[config.mk]
export PLATFORM = sky130hd
export DESIGN_NAME = clkdiv_sched
export DESIGN_NICKNAME = d
export VERILOG_FILES = /design/src/rtl/clkdiv_sched_pkg.sv /design/src/rtl/clkdiv_core.sv /design/src/rtl/clkdiv_sched.sv
export SDC_FILE = /design/constraint.sdc
export NUM_CORES = 1
export LEC_CHECK = 0
export BUFFER_PORTS_ARGS = -buffer_cell sky130_fd_sc_hd__buf_2
export CELL_PAD_IN_SITES_DETAIL_PLACEMENT = 0
export CELL_PAD_IN_SITES_GLOBAL_PLACEMENT = 1
export CORE_MARGIN = 1.5
export CORE_UTILIZATION = 47
export CTS_CLUSTER_SIZE = 20
export DETAILED_ROUTE_END_ITERATION = 10
export GPL_ROUTABILITY_DRIVEN = 0
export PLACE_DENSITY_LB_ADDON = 0.05
export REMOVE_ABC_BUFFERS = 1
export SLEW_MARGIN = 40
export SYNTH_ARGS = -nofsm -noshare
export SYNTH_HDL_FRONTEND = slang
export SYNTH_SLANG_ARGS = --single-unit
[constraint.sdc]
create_clock -name clk_in -period 3.22 [get_ports clk_in]
set_input_delay 0.161 -clock clk_in [delete_from_list [all_inputs] [get_ports clk_in]]
set_output_delay 0.161 -clock clk_in [all_outputs]
set_load 0.03 [all_outputs]
[src/rtl/clkdiv_sched_pkg.sv]
// clkdiv_sched shared definitions.
// State encoding and default widths.
package clkdiv_sched_pkg;

  typedef enum logic [1:0] {
    ST_IDLE  = 2'd0,
    ST_RUN   = 2'd1,
    ST_DRAIN = 2'd2
  } state_t;

  localparam int DEF_CNT_W = 24;
  localparam int DEF_DIV   = 100;
  localparam int DEF_PER_W = 16;

endpackage

[src/rtl/clkdiv_core.sv]
// Divide counter with equality compare.
// Toggles clk_out when count reaches div.
module clkdiv_core
  import clkdiv_sched_pkg::*;
#(
  parameter int CNT_W = DEF_CNT_W
) (
  input  logic             clk_in,
  input  logic             rst_n,
  input  logic             en,
  input  logic             clr,
  input  logic [CNT_W-1:0] div,
  output logic             wrap,
  output logic             clk_out
);

  logic [CNT_W-1:0] r_count;
  logic             r_clk;

  assign wrap    = en && (r_count == div);
  assign clk_out = r_clk;

  always_ff @(posedge clk_in or negedge rst_n) begin
    if (!rst_n) begin
      r_count <= '0;
      r_clk   <= 1'b0;
    end else if (clr) begin
      r_count <= '0;
      r_clk   <= 1'b0;
    end else if (wrap) begin
      r_count <= '0;
      r_clk   <= ~r_clk;
    end else if (en) begin
      r_count <= r_count + 1'b1;
    end
  end

endmodule

[src/rtl/clkdiv_sched.sv]
// Run/stop FSM and reconfiguration scheduler
// around clkdiv_core; applies new divides at toggles.
module clkdiv_sched
  import clkdiv_sched_pkg::*;
#(
  parameter int CNT_W       = DEF_CNT_W,
  parameter int DEFAULT_DIV = DEF_DIV,
  parameter int PER_W       = DEF_PER_W
) (
  input  logic             clk_in,
  input  logic             rst_n,
  input  logic             cfg_valid,
  input  logic [CNT_W-1:0] cfg_div,
  output logic             cfg_ready,
  input  logic             start,
  input  logic             stop,
  output logic             running,
  output logic             clk_out,
  output logic             tick,
  output logic [PER_W-1:0] periods
);

  state_t           r_state;
  logic [CNT_W-1:0] r_div;
  logic [CNT_W-1:0] r_pend_div;
  logic             r_pend_valid;
  logic             r_tick;
  logic [PER_W-1:0] r_periods;

  logic w_en;
  logic w_clr;
  logic w_wrap;
  logic w_clk;
  logic w_xfer;
  logic w_fall;

  // Stop seen with clk_out low parks at once: freeze the counter.
  assign w_en   = (r_state != ST_IDLE) &&
                  !(r_state == ST_RUN && stop && !w_clk);
  assign w_clr  = !w_en;
  assign w_xfer = cfg_valid && !r_pend_valid;
  assign w_fall = w_wrap && w_clk;

  clkdiv_core #(
    .CNT_W (CNT_W)
  ) u_core (
    .clk_in  (clk_in),
    .rst_n   (rst_n),
    .en      (w_en),
    .clr     (w_clr),
    .div     (r_div),
    .wrap    (w_wrap),
    .clk_out (w_clk)
  );

  always_ff @(posedge clk_in or negedge rst_n) begin
    if (!rst_n) begin
      r_state <= ST_IDLE;
    end else begin
      unique case (r_state)
        ST_IDLE:
          if (start && !stop) r_state <= ST_RUN;
        ST_RUN:
          if (stop)
            r_state <= (!w_clk || w_wrap) ? ST_IDLE
                                           : ST_DRAIN;
        ST_DRAIN:
          if (w_fall) r_state <= ST_IDLE;
        default:
          r_state <= ST_IDLE;
      endcase
    end
  end

  // A value accepted on a toggle edge waits for the next toggle.
  always_ff @(posedge clk_in or negedge rst_n) begin
    if (!rst_n) begin
      r_div        <= CNT_W'(DEFAULT_DIV);
      r_pend_div   <= '0;
      r_pend_valid <= 1'b0;
    end else if (w_xfer) begin
      r_pend_div   <= cfg_div;
      r_pend_valid <= 1'b1;
    end else if (r_pend_valid &&
                 (r_state == ST_IDLE || w_wrap)) begin
      r_div        <= r_pend_div;
      r_pend_valid <= 1'b0;
    end
  end

  always_ff @(posedge clk_in or negedge rst_n) begin
    if (!rst_n) begin
      r_tick    <= 1'b0;
      r_periods <= '0;
    end else begin
      r_tick    <= w_wrap;
      r_periods <= r_periods + PER_W'(w_fall);
    end
  end

  assign cfg_ready = !r_pend_valid;
  assign running   = (r_state != ST_IDLE);
  assign clk_out   = w_clk;
  assign tick      = r_tick;
  assign periods   = r_periods;

endmodule

==> qor.csv <==
metric;value;unit
crit end category;flip-flop;
max frequency;364;MHz
Root Buffer Master;clkbuf_8;
CP top delay family;simple AND/OR/NAND/NOR gates;
total number of vias;2530;
Layout Area Growth over Synthesis;14.6;%
Total GRT Usage;0.174;
CTS Buf Count;9;
reg-to-reg setup timing slack;0.47;ns
clock sink total;93;
ant diodes;0;
status;complete, no violations;
latest clock arrival within the worst-skew pair;0.36;ns
first-pass iteration count of the detailed router;4;
post-synthesis mux area share;0.147;
die area;0.00951;mm^2
share of post-route cells with drive strength above 1;0.326;
Post-Synthesis Mean Instance Area;12.8;um^2
global-route wire length before repair;13100;um
Stages on worst setup path;11;
worst clock skew;0.0181;ns
Worst Min Path Start;cfg_div[10];
sequential area share after synthesis;0.555;
Cell Chain, Critical Path;xor2_1 -> nor4_2 -> nand4_2 -> nor3_1 -> and2_1 -> ha_1 -> ha_1 -> nand3_1 -> nor2_1 -> nand2_1 -> xnor2_1;
Clock transition at path regs;0.10;ns
number of global-route vias before repair;2585;
synthesis-stage register bit count;93;
Max Cap Violations;0;
worst min path class;in2reg;
Cell Pwr Density;611;mW/mm^2
largest net degree at the start of global routing;72;
final setup TNS;0;ns
Top FF cell, synth;dfrtp_1;
LEAKAGE;2.28;nW
Crit Reg-Reg Startpoint;u_core.r_count[17];
cells after synthesis;327;
core area;0.00868;mm^2
Post-DRT Antenna Nets;0;
crit path launch;u_core.r_count[17];
r2r endpoint;periods[14];
Post-Synth Simple-Gate Area;0.125;
crit path time final;2.75;ns
PortBufs;48;
period utilization;0.853;
async set-reset flop share out of synthesis;1.00;
Starting Density;0.484;
Max Buffers Root-to-Sink;2;
Critical Path Max Stage Delay;0.45;ns
post-synthesis adder-cell area fraction;0.0119;
Synth Area in Compound Gates;0.0131;
Post-Place Cell Area;0.00455;mm^2
Synth cell types;33;
Die H;97.5;um
Worst Path Buf+Inv;0;
Hold Fails Final Rpt;0;
Final nets;418;
EDFF count, synth;0;
Most common cell on crit path;ha_1;
Crit Path Category;reg2reg;
main combinational cell family by area after synthesis;multiplexers;
Slew Viols, Final;0;
peak supply drop;0.294;mV
Final setup viols;0;
CP arrival;3.00;ns
RSZ-0062 raised after global routing;false;
Remaining Overflow, GRT;0;
crit path capture;periods[14];
DR vias/cell;5.08;
final core occ;0.555;
Tot Pwr;2.94;mW
yosys warns;0;
post-DR wirelength/cell;15.0;um
die width;97.5;um
Crit path required time;3.48;ns
final routed DRC violation total;0;
Crit Path Max Fanout;6;
Slew @ Worst Pin;0.713;ns
Row Count;34;
H-tree depth;3;
xor/xnor share of the synthesized area;0.125;
DP HPWL;5220;um
postcts setup bufs;0;
Detailed Route WL;7470;um
Design Area, Final;0.00481;mm^2
DR iter-0 viols;52;
Syn Std Cell Area;0.00420;mm^2
CP max stage cell;dfrtp_1;
R2R depth;11;
hold_ws;0.0314;ns
CTS tree;built;
Slew headroom;0.524;
antenna violations before repair;0;
I/O pins;49;
startpoint types;flip-flop;
-- layer usage --
| layer | global-route usage | part of all wire |
|---|---|---|
| met2 | 0.268 | 0.46 |
| met1 | 0.246 | 0.49 |
| met5 | 0 | 0 |
| met4 | 0.0593 | 0.014 |
| met3 | 0.0374 | 0.029 |
-- timing repair --
item                                   CTS  global route
endpoints found under the hold margin   69             0
gates resized for setup                  0             0
hold buffers                             2             0
-- synth_stat cells (all sizes together) (2+ instances only) --
master,n,area [um^2]
dfrtp,90,2250
mux2,48,616
xor2,43,377
nor2,32,120
nand3,17,85.1
xnor2,17,149
nand2,13,48.8
nand4,9,62.6
nor4,7,62.6
clkbuf,6,22.5
and3,5,31.3
and4,5,43.8
a21oi,4,20.0
buf,4,62.6
ha,4,50.1
inv,4,15.0
dfstp,3,78.8
nor3,3,15.0
and2,2,12.5
nand2b,2,12.5
o21ai,2,10.0
-- how the worst min path moves through the flow --
stage	endpoint	slack [ns]	cells past startpoint
3_5_place_dp	periods[9]	0.21	1
5_1_grt	r_pend_div[10]	0.01	2
2_1_floorplan	periods[0]	-0.13	0
4_1_cts	r_pend_div[0]	0.02	2
6_report	r_pend_div[10]	0.03	2
3_3_place_gp	periods[9]	0.34	1
-- where the power goes --
part           switching, mW  total (mW)  internal [mW]  leakage (nW)
registers              0.134        1.51           1.37          1.18
clock network          0.401       0.939          0.538         0.117
logic                  0.187       0.497          0.310         0.985
total                  0.722        2.94           2.22          2.28
-- cell type report --
class | count | area (um^2)
flip-flops and latches | 93 | 2330
inverters | 4 | 15.0
clock buffers | 12 | 145
well taps | 108 | 135
fillers | 784 | 3860
repair buffers | 57 | 319
clock inverters | 4 | 97.6
multi-input cells | 220 | 1770
-- state kept, by name (all words and copies together) (netlist names) --
signal,count
r_pend_div,24
tick,1
r_pend_valid,1
r_div,24
periods,16
r_state,2
u_core.r_count,24
u_core.clk_out,1
-- kinds of logic after synthesis --
logic type,after synthesis
AO/OA/AOI/OAI,9
XOR/XNOR,60
adder cells (fa/ha/maj),4
buffers and inverters,14
flip-flops,93
multiplexers,48
AND/OR/NAND/NOR,99
-- per-stage QoR --
stage | cells | setup WS [ns]
after detailed placement | 480 | 0.463
after CTS | 498 | 0.458
after global placement | 480 | 0.544
after floorplan | 317 | 0.787
after global routing | 498 | 0.184
final | 498 | 0.472
-- cells in the final DEF, fill, tap and decap left out, types with 2 or more instances in the layout --
cell type / netlist / routed
dfrtp_1: 90 / 90
buf_2: 0 / 47
xor2_1: 43 / 43
nor2_1: 32 / 32
mux2_2: 28 / 28
mux2_4: 20 / 20
xnor2_1: 17 / 17
nand3_1: 17 / 17
nand2_1: 13 / 13
clkbuf_8: 0 / 10
nand4_1: 8 / 8
buf_4: 0 / 7
and4_1: 5 / 5
and3_1: 5 / 5
a21oi_1: 4 / 4
nor4_1: 4 / 4
inv_1: 4 / 4
ha_1: 4 / 4
nor4_2: 3 / 3
nor3_1: 3 / 3
bufinv_16: 0 / 3
dfstp_2: 3 / 3
nand2b_1: 2 / 2
and2_1: 2 / 2
clkbuf_1: 6 / 2
dlygate4sd3_1: 0 / 2
Power figures use the tool's default switching activity.
